**src/rtl/om_pkg.sv**
```systemverilog
// Shared definitions for the object-memory write path: geometry of the OM,
// watchdog limit, arbiter states and write-source selects.
package om_pkg;

    localparam int OM_DEPTH = 104;
    localparam int ADDR_W   = 7;
    localparam int DATA_W   = 11;
    localparam int TIMEOUT  = 255;
    localparam int CNT_W    = $clog2(TIMEOUT + 1);

    typedef enum logic [1:0] {
        IDLE    = 2'd0,
        DRAIN   = 2'd1,
        GRANT   = 2'd2,
        PLAYING = 2'd3
    } om_state_e;

    typedef enum logic [1:0] {
        SEL_NONE = 2'd0,
        SEL_GL   = 2'd1,
        SEL_NC   = 2'd2
    } om_sel_e;

endpackage

```
**src/rtl/om_write_mux.sv**
```systemverilog
// Registered 2:1 write mux in front of the OM RAM. The source is chosen by
// the arbiter; writes landing outside the populated OM range are dropped.
module om_write_mux
    import om_pkg::*;
(
    input  logic              clk,
    input  logic              reset,
    input  om_sel_e           sel,
    input  logic [ADDR_W-1:0] gl_addr,
    input  logic [DATA_W-1:0] gl_data,
    input  logic              gl_wren,
    input  logic [ADDR_W-1:0] nc_addr,
    input  logic [DATA_W-1:0] nc_data,
    input  logic              nc_wren,
    output logic [ADDR_W-1:0] om_addr,
    output logic [DATA_W-1:0] om_data,
    output logic              om_wren
);

    logic [ADDR_W-1:0] addr_p0;
    logic [DATA_W-1:0] data_p0;
    logic              vld_p0;

    logic [ADDR_W-1:0] addr_p1;
    logic [DATA_W-1:0] data_p1;
    logic              vld_p1;

    // Only entries below OM_DEPTH exist in the RAM.
    function automatic logic addr_in_range(input logic [ADDR_W-1:0] addr);
        return addr < ADDR_W'(OM_DEPTH);
    endfunction

    // Stage p0: pick the owning writer; an unselected port drives zeros.
    always_comb begin
        addr_p0 = '0;
        data_p0 = '0;
        vld_p0  = 1'b0;
        case (sel)
            SEL_GL: begin
                addr_p0 = gl_addr;
                data_p0 = gl_data;
                vld_p0  = gl_wren;
            end
            SEL_NC: begin
                addr_p0 = nc_addr;
                data_p0 = nc_data;
                vld_p0  = nc_wren;
            end
            default: begin
                addr_p0 = '0;
                data_p0 = '0;
                vld_p0  = 1'b0;
            end
        endcase
    end

    // Stage p1: register the merged write, gating enables outside the OM.
    // Address/data are cleared on reset too so the RAM port reads all-zero.
    always_ff @(posedge clk) begin
        if (reset) begin
            addr_p1 <= '0;
            data_p1 <= '0;
            vld_p1  <= 1'b0;
        end else begin
            addr_p1 <= addr_p0;
            data_p1 <= data_p0;
            vld_p1  <= vld_p0 && addr_in_range(addr_p0);
        end
    end

    assign om_addr = addr_p1;
    assign om_data = data_p1;
    assign om_wren = vld_p1;

endmodule

```
**src/rtl/om_write_arbiter.sv**
```systemverilog
// Owner of the single OM write port. Hands the port to the new-game
// coordinator once game logic has finished its current move, returns it on
// new_game_ready, and aborts a load that stalls for TIMEOUT cycles.
module om_write_arbiter
    import om_pkg::*;
(
    input  logic              clk,
    input  logic              reset,
    input  logic              new_game_request,
    input  logic              resetting,
    input  logic              new_game_ready,
    input  logic [ADDR_W-1:0] nc_addr,
    input  logic [DATA_W-1:0] nc_data,
    input  logic              nc_wren,
    input  logic [ADDR_W-1:0] gl_addr,
    input  logic [DATA_W-1:0] gl_data,
    input  logic              gl_wren,
    input  logic              gl_busy,
    output logic              new_game_in_progress,
    output logic              gl_hold,
    output logic              game_active,
    output logic              load_error,
    output logic [ADDR_W-1:0] om_addr,
    output logic [DATA_W-1:0] om_data,
    output logic              om_wren
);

    om_state_e         state;
    logic [CNT_W-1:0]  grant_cnt;
    om_sel_e           sel;

    // The coordinator's streaming flag carries no arbitration meaning here:
    // its writes are qualified by nc_wren alone.
    logic unused_resetting;
    assign unused_resetting = resetting;

    // Arbiter FSM with watchdog; all status outputs are registered here.
    // grant_cnt counts GRANT cycles already spent, so the abort fires on the
    // TIMEOUT-th GRANT cycle unless new_game_ready arrives in that same cycle.
    always_ff @(posedge clk) begin
        if (reset) begin
            state                <= IDLE;
            grant_cnt            <= '0;
            new_game_in_progress <= 1'b0;
            gl_hold              <= 1'b0;
            game_active          <= 1'b0;
            load_error           <= 1'b0;
        end else begin
            case (state)
                IDLE, PLAYING: begin
                    if (new_game_request) begin
                        state       <= DRAIN;
                        gl_hold     <= 1'b1;
                        game_active <= 1'b0;
                    end
                end
                DRAIN: begin
                    if (!gl_busy) begin
                        state                <= GRANT;
                        new_game_in_progress <= 1'b1;
                        load_error           <= 1'b0;
                        grant_cnt            <= '0;
                    end
                end
                GRANT: begin
                    if (new_game_ready) begin
                        state                <= PLAYING;
                        game_active          <= 1'b1;
                        gl_hold              <= 1'b0;
                        new_game_in_progress <= 1'b0;
                        grant_cnt            <= '0;
                    end else if (grant_cnt == CNT_W'(TIMEOUT - 1)) begin
                        state                <= IDLE;
                        load_error           <= 1'b1;
                        gl_hold              <= 1'b0;
                        new_game_in_progress <= 1'b0;
                        grant_cnt            <= '0;
                    end else begin
                        grant_cnt <= grant_cnt + CNT_W'(1);
                    end
                end
                default: begin
                    state <= IDLE;
                end
            endcase
        end
    end

    // Port ownership follows the current state; DRAIN keeps game logic on
    // the port so a move already in flight can finish its writes.
    always_comb begin
        sel = SEL_GL;
        case (state)
            IDLE:    sel = SEL_NONE;
            GRANT:   sel = SEL_NC;
            default: sel = SEL_GL;
        endcase
    end

    om_write_mux u_mux (
        .clk     (clk),
        .reset   (reset),
        .sel     (sel),
        .gl_addr (gl_addr),
        .gl_data (gl_data),
        .gl_wren (gl_wren),
        .nc_addr (nc_addr),
        .nc_data (nc_data),
        .nc_wren (nc_wren),
        .om_addr (om_addr),
        .om_data (om_data),
        .om_wren (om_wren)
    );

endmodule

```
**config.mk**
```make
export PLATFORM = sky130hd
export DESIGN_NAME = om_write_arbiter
export DESIGN_NICKNAME = d
export VERILOG_FILES = /design/src/rtl/om_pkg.sv /design/src/rtl/om_write_mux.sv /design/src/rtl/om_write_arbiter.sv
export SDC_FILE = /design/constraint.sdc
export NUM_CORES = 1
export LEC_CHECK = 0
export BUFFER_PORTS_ARGS = -buffer_cell sky130_fd_sc_hd__buf_2
export CORE_UTILIZATION = 40
export CTS_CLUSTER_SIZE = 14
export DETAILED_ROUTE_END_ITERATION = 10
export PLACE_DENSITY_LB_ADDON = 0.12
export RECOVER_POWER = 25
export SYNTH_ARGS = -nofsm -noshare
export SYNTH_HDL_FRONTEND = slang
export SYNTH_SLANG_ARGS = --single-unit
```
**constraint.sdc**
```tcl
create_clock -name clk -period 1.9 [get_ports clk]
set_input_delay 0.19 -clock clk [delete_from_list [all_inputs] [get_ports clk]]
set_output_delay 0.19 -clock clk [all_outputs]
set_load 0.01 [all_outputs]
```
==> results.sh, run 1 <==
export IMPL_gp_congestion=0.806
export IMPL_dp_hpwl_um=2480
export IMPL_crit_required_ns=2.17
export IMPL_r2r_start="state[0]$_SDFFE_PP0P_"
export IMPL_maxCapViolCount=0
export IMPL_grt_pass1_wl_um=5010
export IMPL_synth_compound_area_share=0.218
export IMPL_synthArstFlopShare=0
export IMPL_path_clk_slew_ns=0.10
export IMPL_clock_path_buffers=2
export IMPL_std_cell_rows=21
export IMPL_ys_seq_area_frac=0.471
export IMPL_synth_fa_ha_area_frac=0.0625
export IMPL_track_usage=0.188
export IMPL_synth_top_family_by_area="compound AO/OA/AOI/OAI gates"
export IMPL_hold_buffers=0
export IMPL_dieArea_um2=3740
export IMPL_end_kind="flip-flop"
export IMPL_min_path_type="input port to flip-flop"
export IMPL_die_h_um=61.2
export IMPL_setup_ws_ns=0.145
export IMPL_reg2reg_setup_slack_ns=0.14
export IMPL_antenna_found_initial=0
export IMPL_critical_path_max_stage_delay_ns=0.51
export IMPL_routed_wl_um=3340
export IMPL_hold_path_end="u_mux.om_addr[2]$_SDFF_PP0_"
export IMPL_r2r_cells=6
export IMPL_grt_max_degree=20
export IMPL_path_max_fanout=6
export IMPL_ys_warn_count=0
export IMPL_clk_latency_ns=0.34
export IMPL_synthMuxAreaShare=0
export IMPL_worstSetupStartpointType="flip-flop"
export IMPL_outcome="complete, no violations"
export IMPL_fin_crit_ns=1.76
export IMPL_r2r_end="state[1]$_SDFFE_PP0P_"
export IMPL_avgSynthCellArea_um2=8.93
export IMPL_io_buffers=65
export IMPL_area_growth_pct=34.4
export IMPL_nFillCells=332
export IMPL_drive_gt1_frac=0.303
export IMPL_yosys_register_bits=33
export IMPL_postRouteAntennaNets=0
export IMPL_max_freq_mhz=570
export IMPL_tritoncts="yes"
export IMPL_setup_violations=0
export IMPL_worst_path_buf_inv=1
export IMPL_layout_common_cells="buf_2, dfxtp_1, nor2_1, a22oi_1, clkbuf_1"
export IMPL_slew_headroom=0.730
export IMPL_drtPass1Iterations=4
export IMPL_h_tree_depth=2
export IMPL_syn_inst=157
export IMPL_slew_violations=0
export IMPL_finClkSkew_ns=0.00853
export IMPL_synth_ff_type="dfxtp_1"
export IMPL_hp_start="gl_addr[2]"
export IMPL_rsz0062_at_grt="no"
export IMPL_core_area_um2=3340
export IMPL_multi_input_area_um2=719
export IMPL_path_cells="inv_1, ha_4, nor2_1, a21o_1, or4b_1, a21oi_1"
export IMPL_route_detailed_wl_per_inst_um=12.2
export IMPL_synth_edf_count=0
export IMPL_power_density_nw_per_um2=906
export IMPL_grt_pass1_vias=1225
export IMPL_yosysUniqueCellTypes=33
export IMPL_critPathTopFamily="simple AND/OR/NAND/NOR gates"
export IMPL_arrival_ns=2.02
export IMPL_netlist_area_um2=1400
export IMPL_finalNetCount=278
export IMPL_vias_per_cell=5.09
export IMPL_hold_viol_final=0
export IMPL_mostFrequentLayoutCell="buf_2"
export IMPL_die_width_um=61.2
export IMPL_leakagePower_nw=0.785
export IMPL_initial_core_util=0.420
export IMPL_ir_drop_uv=465
export IMPL_first_iter_violations=45
export IMPL_syn_nets=208
export IMPL_clock_sinks=33
export IMPL_cpMaxStageDelayCell="or4b_1"
export IMPL_drc=0
export IMPL_dpl_worst_slack_ns=0.105
export IMPL_synth_xor_area_share=0.0375
export IMPL_vias=1396
export IMPL_pin_count=67
export IMPL_fin_tns_setup_ns=0
export IMPL_crit_type="flip-flop to flip-flop"
export IMPL_grt_overflow_total=0
export IMPL_worstMarginPinSlew_ns=0.403
export IMPL_synthSimpleGateAreaFrac=0.180
export IMPL_fin_crit_sh=0.924
export IMPL_antennaDiodeCount=0
export IMPL_cts_made_buffers=5
export IMPL_worst_hold_path_num_cells=3
export IMPL_clockRootBuffer="clkbuf_4"
export IMPL_regArea_um2=661
[worst min-delay path: stages]
cell     delay, ns
buf_2         0.08
a22oi_1       0.05
nor2_1        0.07
[per-stage QoR]
stage | instance area, um2 | std cells | total power, mW | hold WS (ns) | utilization
detailed placement | 1790 | 266 | 1.17 | 0.431 | 0.538
finish | 1880 | 274 | 1.71 | 0.0802 | 0.564
CTS | 1880 | 274 | 1.71 | 0.0776 | 0.563
global route | 1880 | 274 | 1.82 | 0.0756 | 0.564
global placement | 1790 | 266 | 1.15 | 0.420 | 0.538
floorplan | 1400 | 157 | 1.01 | 0.259 | -
[cell families (layout without fill, tap and decap cells)]
logic type      Yosys count  after routing
simple gates             55             55
fa+ha+maj                 7              7
flops                    33             33
buf+inv                  11             82
compound gates           45             45
xor+xnor                  6              6
[what timing repair did]
action,CTS,global route
setup endpoints to repair,0,6
endpoints found under the hold margin,0,0
setup buffers,0,0
resized for setup,0,3
[layer usage]
| metal | GRT usage | vias to the layer above | share of wire |
|---|---|---|---|
| met5 | 0 | - | 0 |
| met4 | 0.0844 | 0 | 0.011 |
| met3 | 0.0735 | 6 | 0.053 |
| met2 | 0.321 | 37 | 0.53 |
| met1 | 0.206 | 657 | 0.41 |
| li1 | - | 696 | - |
[power breakdown]
group	leakage (nW)	switching [mW]	internal [mW]	total [mW]
clock network	0.0455	0.233	0.314	0.548
registers	0.267	0.0258	0.732	0.758
logic	0.472	0.225	0.176	0.401
[cells in the mapped netlist (2+ instances only)]
library cell  count  share of area
nor2_1           31          0.083
o21ai_0           7          0.025
xor2_1            4          0.025
a22oi_1          19           0.10
dfxtp_1          33           0.47
clkbuf_1          6          0.016
nand2b_1          2         0.0089
nand3_1           5          0.018
inv_1             4          0.011
o21bai_1          2          0.011
nand4_1           2         0.0089
nor3_1            3          0.011
nand2_1           5          0.013
ha_1              7          0.062
a21oi_1           8          0.029
xnor2_1           2          0.013
[area by class of cell]
cell class / instances / area share
inverters: 4 / 0.00797
well taps: 46 / 0.0306
clock buffers: 7 / 0.0292
flip-flops and latches: 33 / 0.351
multi-input cells: 113 / 0.382
repair buffers: 70 / 0.183
clock inverters: 1 / 0.0159
[registers in the layout (all words and copies together) (netlist names)]
name                  count
u_mux.om_data            11
grant_cnt                 8
u_mux.om_addr             7
state                     2
game_active               1
gl_hold                   1
load_error                1
new_game_in_progress      1
u_mux.om_wren             1
[worst max path at each step]
| stage | from | cells after the start | slack (ns) | to |
|---|---|---|---|---|
| after floorplan | state[1]$_SDFFE_PP0P_ | 6 | 0.25 | grant_cnt[7]$_SDFFE_PP0P_ |
| after global placement | state[1]$_SDFFE_PP0P_ | 6 | 0.16 | state[1]$_SDFFE_PP0P_ |
| after detailed placement | state[0]$_SDFFE_PP0P_ | 6 | 0.11 | grant_cnt[7]$_SDFFE_PP0P_ |
| after CTS | state[0]$_SDFFE_PP0P_ | 6 | 0.09 | state[1]$_SDFFE_PP0P_ |
| after global routing | state[0]$_SDFFE_PP0P_ | 7 | 0.003 | grant_cnt[1]$_SDFFE_PP0P_ |
| final | state[0]$_SDFFE_PP0P_ | 6 | 0.14 | state[1]$_SDFFE_PP0P_ |
No activity file was read; power rests on OpenSTA's default activity.
==> run 2: changes to the inputs <==
==> constraint.sdc (replaced) <==
create_clock -name clk -period 1.65 [get_ports clk]
set_input_delay 0.165 -clock clk [delete_from_list [all_inputs] [get_ports clk]]
set_output_delay 0.165 -clock clk [all_outputs]
set_load 0.01 [all_outputs]
==> results.sh, run 2 (synthesized netlist as in run 1, its figures left out) <==
export IMPL_outcome="complete, no violations"
export IMPL_route_detailed_wl_per_inst_um=11.9
export IMPL_track_usage=0.195
export IMPL_initial_core_util=0.420
export IMPL_critical_path_max_stage_delay_ns=0.47
export IMPL_fin_crit_sh=0.965
export IMPL_whs_ns=0.0664
export IMPL_gp_congestion=0.762
export IMPL_grt_max_degree=20
export IMPL_fin_tns_setup_ns=0
export IMPL_nFillCells=319
export IMPL_path_max_fanout=5
export IMPL_pin_count=67
export IMPL_area_growth_pct=43.5
export IMPL_drc=0
export IMPL_largest_reg_flops=11
export IMPL_dp_cells=278
export IMPL_cpMaxStageDelayCell="or4b_1"
export IMPL_power_density_nw_per_um2=1010
export IMPL_antennaDiodeCount=0
export IMPL_grt_pass1_wl_um=5230
export IMPL_fin_crit_ns=1.59
export IMPL_rsz0062_at_grt="yes"
export IMPL_clk_latency_ns=0.33
export IMPL_clockRootBuffer="clkbuf_4"
export IMPL_hold_viol_final=0
export IMPL_cts_made_buffers=5
export IMPL_grt_pass1_vias=1261
export IMPL_dieArea_um2=3740
export IMPL_grt_overflow_total=0
export IMPL_clock_sinks=33
export IMPL_worstSetupStartpointType="flip-flop"
export IMPL_tritoncts="yes"
export IMPL_slew_violations=0
export IMPL_dp_hpwl_um=2600
export IMPL_worstMarginPinSlew_ns=0.364
export IMPL_worst_hold_path_num_cells=3
export IMPL_h_tree_depth=2
export IMPL_arrival_ns=1.86
export IMPL_io_buffers=65
export IMPL_path_cells="inv_2, ha_4, nor2_1, a21o_1, or4b_1, a21oi_1"
export IMPL_crit_type="flip-flop to flip-flop"
export IMPL_antenna_found_initial=0
export IMPL_vias=1392
export IMPL_slew_headroom=0.757
export IMPL_max_freq_mhz=628
export IMPL_ir_drop_uv=638
export IMPL_layout_common_cells="buf_2, nor2_1, dfxtp_1, buf_4, a22oi_1"
export IMPL_leakagePower_nw=0.867
export IMPL_die_h_um=61.2
export IMPL_maxCapViolCount=0
export IMPL_finalNetCount=293
export IMPL_core_area_um2=3340
export IMPL_vias_per_cell=4.82
export IMPL_path_clk_slew_ns=0.10
export IMPL_min_path_type="input port to flip-flop"
export IMPL_crit_required_ns=1.91
export IMPL_die_width_um=61.2
export IMPL_end_kind="flip-flop"
export IMPL_report_power_total_mw=2.04
export IMPL_postRouteAntennaNets=0
export IMPL_clock_path_buffers=2
export IMPL_final_core_utilization=0.603
export IMPL_drtPass1Iterations=4
export IMPL_std_cell_rows=21
export IMPL_drive_gt1_frac=0.374
export IMPL_first_iter_violations=45
export IMPL_setup_violations=0
export IMPL_mostFrequentLayoutCell="buf_2"
export IMPL_finalNonFillerCells=289
export IMPL_routed_wl_um=3430
export IMPL_r2r_cells=6
export IMPL_finClkSkew_ns=0.00809
run 2: changes by cell type in the layout (fill, tap and decap cells not counted), sizes merged:
cell | previous run | this run
buf | 56 | 72
clkbuf | 21 | 20
run 2: worst paths after layout:
check,end,start,slack [ns]
worst min-delay path,u_mux.om_data[0]$_SDFF_PP0_,gl_data[0],0.07
worst max register to register,state[1]$_SDFFE_PP0P_,state[0]$_SDFFE_PP0P_,0.06
worst max-delay path,state[1]$_SDFFE_PP0P_,state[0]$_SDFFE_PP0P_,0.06
worst min register to register,gl_hold$_SDFFE_PP0P_,gl_hold$_SDFFE_PP0P_,0.50
run 2: report_power, final:
group | switching (mW) | internal (mW)
Sequential | 0.0189 | 0.844
Combinational | 0.284 | 0.259
Clock | 0.270 | 0.362
Total | 0.572 | 1.46
run 2: critical path: cells and delay by family, from the launching register on:
kind | cells | cell delay, ns
AND/OR/NAND/NOR | 2 | 0.52
flip-flops | 1 | 0.35
AO/OA/AOI/OAI | 2 | 0.31
adder cells (fa/ha/maj) | 1 | 0.28
buffers and inverters | 1 | 0.06
run 2: cell type report:
class / count / area, um2 / area share
clock buffer: 7 / 55.1 / 0.0274
multi-input combinational: 113 / 731 / 0.363
tap: 46 / 57.6 / 0.0286
sequential: 33 / 663 / 0.330
clock inverter: 1 / 30.0 / 0.0149
inverter: 4 / 15.0 / 0.00747
timing repair buffer: 85 / 459 / 0.228
run 2: per-layer routing:
| metal | up-vias | GRT usage | part of all wire |
|---|---|---|---|
| met4 | 0 | 0.0682 | 0.013 |
| met3 | 5 | 0.0777 | 0.046 |
| met5 | - | 0 | 0 |
| li1 | 729 | - | - |
| met2 | 31 | 0.328 | 0.51 |
| met1 | 627 | 0.224 | 0.43 |
run 2: through the flow:
stage | setup WS (ns) | instance area, um2
after floorplan | 0.0111 | 1420
after global placement | 0.0410 | 1900
after detailed placement | 0.0126 | 1900
after CTS | 0.00949 | 1990
after global routing | -0.00464 | 2010
final | 0.0585 | 2010
run 2: timing repair:
action / 4_1_cts / 5_1_grt
cloned: 0 / 0
endpoints found under the hold margin: 0 / 0
resized for setup: 2 / 6
hold buffers: 0 / 0
pin swaps: 1 / 5
setup endpoints to repair: 1 / 5
buffers inserted: 0 / 3
==> run 3: changes to the inputs <==
--- a/config.mk
+++ b/config.mk
@@ -5,6 +5,7 @@
 export SDC_FILE = /design/constraint.sdc
 export NUM_CORES = 1
 export LEC_CHECK = 0
+export ABC_AREA = 1
 export BUFFER_PORTS_ARGS = -buffer_cell sky130_fd_sc_hd__buf_2
 export CORE_UTILIZATION = 40
 export CTS_CLUSTER_SIZE = 14
==> results.sh, run 3 <==
export IMPL_outcome="complete, no violations"
export IMPL_post_synth_top_count_cell="nand2_1"
export IMPL_die_width_um=62.2
export IMPL_combPwrFrac=0.256
export IMPL_layout_common_cells="buf_2, nand2_1, dfxtp_1, nor2_1"
export IMPL_worst_path_buf_inv=2
export IMPL_path_clk_slew_ns=0.10
export IMPL_finalNonFillerCells=295
export IMPL_antennaDiodeCount=0
export IMPL_dpl_worst_slack_ns=0.126
export IMPL_worstSetupStartpointType="flip-flop"
export IMPL_reg2reg_setup_slack_ns=0.15
export IMPL_pin_count=67
export IMPL_dp_hpwl_um=2220
export IMPL_critPathTopFamily="flip-flops"
export IMPL_final_core_utilization=0.549
export IMPL_cpMaxStageDelayCell="dfxtp_1"
export IMPL_io_buffers=65
export IMPL_antenna_found_initial=0
export IMPL_placed_area_um2=1820
export IMPL_path_cells="inv_1, ha_1, nand2_2, inv_2, nand3b_1, xor2_1, nor2_1"
export IMPL_dp_cells=288
export IMPL_internal_power_mw=1.23
export IMPL_stdcell_area_um2=1870
export IMPL_setup_violations=0
export IMPL_maxCapViolCount=0
export IMPL_grt_pass1_wl_um=5040
export IMPL_finClkSkew_ns=0.0105
export IMPL_fin_tns_setup_ns=0
export IMPL_clk_latency_ns=0.34
export IMPL_route_detailed_wl_per_inst_um=9.89
export IMPL_hold_viol_final=0
export IMPL_synth_common_cells="nand2_1, dfxtp_1, nor2_1"
export IMPL_area_growth_pct=29.1
export IMPL_ir_drop_uv=596
export IMPL_fin_crit_ns=1.50
export IMPL_core_area_um2=3420
export IMPL_vias=1346
export IMPL_drive_gt1_frac=0.305
export IMPL_nFillCells=374
export IMPL_yosys_register_bits=33
export IMPL_routed_wl_um=2920
export IMPL_power_switching_mw=0.552
export IMPL_ys_warn_count=0
export IMPL_switching_share=0.311
export IMPL_whs_ns=0.0666
export IMPL_tritoncts="yes"
export IMPL_leakagePower_nw=0.828
export IMPL_ys_seq_area_frac=0.455
export IMPL_crit_required_ns=1.88
export IMPL_syn_nets=230
export IMPL_clockRootBuffer="clkbuf_4"
export IMPL_synth_area_leaders="dfxtp_1, nand2_1, nor2_1"
export IMPL_setup_ws_ns=0.147
export IMPL_drtPass1Iterations=4
export IMPL_critical_path_max_stage_delay_ns=0.37
export IMPL_hold_buffers=0
export IMPL_track_usage=0.167
export IMPL_yosysUniqueCellTypes=24
export IMPL_clock_power_share=0.255
export IMPL_std_cell_rows=21
export IMPL_postRouteAntennaNets=0
export IMPL_seqPwrFrac=0.489
export IMPL_die_h_um=62.2
export IMPL_grt_pass1_vias=1205
export IMPL_path_max_fanout=6
export IMPL_syn_inst=179
export IMPL_avgSynthCellArea_um2=8.11
export IMPL_synth_top_area_share=0.455
export IMPL_fin_crit_sh=0.911
export IMPL_slew_violations=0
export IMPL_rsz0062_at_grt="yes"
export IMPL_report_power_total_mw=1.78
export IMPL_arrival_ns=1.73
export IMPL_h_tree_depth=2
export IMPL_largest_reg_flops=11
export IMPL_mostFrequentLayoutCell="buf_2"
export IMPL_crit_type="flip-flop to flip-flop"
export IMPL_synth_edf_count=0
export IMPL_clock_path_buffers=2
export IMPL_max_freq_mhz=666
export IMPL_min_path_type="input port to flip-flop"
export IMPL_gp_congestion=0.749
export IMPL_dieArea_um2=3870
export IMPL_end_kind="flip-flop"
export IMPL_netlist_area_um2=1450
export IMPL_drc=0
export IMPL_first_iter_violations=49
export IMPL_cts_resized=0
export IMPL_cts_made_buffers=5
export IMPL_post_cts_repair_setup_buffers=0
export IMPL_power_density_nw_per_um2=948
export IMPL_slew_headroom=0.803
export IMPL_grt_overflow_total=0
export IMPL_grt_max_degree=19
export IMPL_yosysTopAreaCell="dfxtp_1"
export IMPL_worstMarginPinSlew_ns=0.295
export IMPL_initial_core_util=0.425
export IMPL_vias_per_cell=4.56
export IMPL_synthArstFlopShare=0
export IMPL_synth_ff_type="dfxtp_1"
export IMPL_finalNetCount=300
export IMPL_clock_sinks=33
run 3: cell types whose count changed after synthesis, sizes merged, moves of 3 or more:
| cell | change |
|---|---|
| clkbuf | -6 |
| nand2 | +35 |
| o21ai | -4 |
| nor2 | +4 |
| inv | +12 |
| buf | +3 |
| a22oi | -5 |
run 3: cell type report:
| class | count | area (um2) | share of cell area |
|---|---|---|---|
| flip-flops and latches | 33 | 661 | 0.352 |
| inverters | 16 | 62.6 | 0.0334 |
| clock buffers | 7 | 55.1 | 0.0294 |
| well taps | 46 | 57.6 | 0.0307 |
| multi-input cells | 126 | 711 | 0.379 |
| repair buffers | 67 | 328 | 0.175 |
run 3: cell families after synthesis:
group | after synthesis | synth area share
DFF | 33 | 0.455
AOI/OAI and AO/OA | 31 | 0.136
adders and majority gates | 7 | 0.0603
buffers and inverters | 20 | 0.0595
xor gates and xnor gates | 5 | 0.0302
and+or+nand+nor | 83 | 0.259
run 3: worst min-delay path: cells and delay by family:
kind / cells / cell delay [ns]
buf+inv: 1 / 0.07
simple gates: 1 / 0.07
compound gates: 1 / 0.05
run 3: power by group through the flow:
stage               Combinational [mW]  Sequential [mW]  Clock [mW]
floorplan                        0.299            0.901           0
global placement                 0.448            0.887           0
detailed placement               0.451            0.888           0
CTS                              0.452            0.869       0.474
global route                     0.527            0.876       0.520
finish                           0.456            0.868       0.454
run 3: final timing paths:
path / to / start / cells past startpoint
hold / removal: u_mux.om_addr[0]$_SDFF_PP0_ / gl_addr[0] / 3
setup reg to reg: grant_cnt[7]$_SDFFE_PP0P_ / state[0]$_SDFFE_PP0P_ / 7
setup / recovery: grant_cnt[7]$_SDFFE_PP0P_ / state[0]$_SDFFE_PP0P_ / 7
hold reg to reg: game_active$_SDFFE_PP0P_ / game_active$_SDFFE_PP0P_ / 2
run 3: routing by layer:
metal	track usage	up-vias	routed length, um
met2	0.269	40	1360
met4	0.0698	0	40
li1	-	718	-
met3	0.0735	4	205
met1	0.193	584	1310
met5	0	-	0
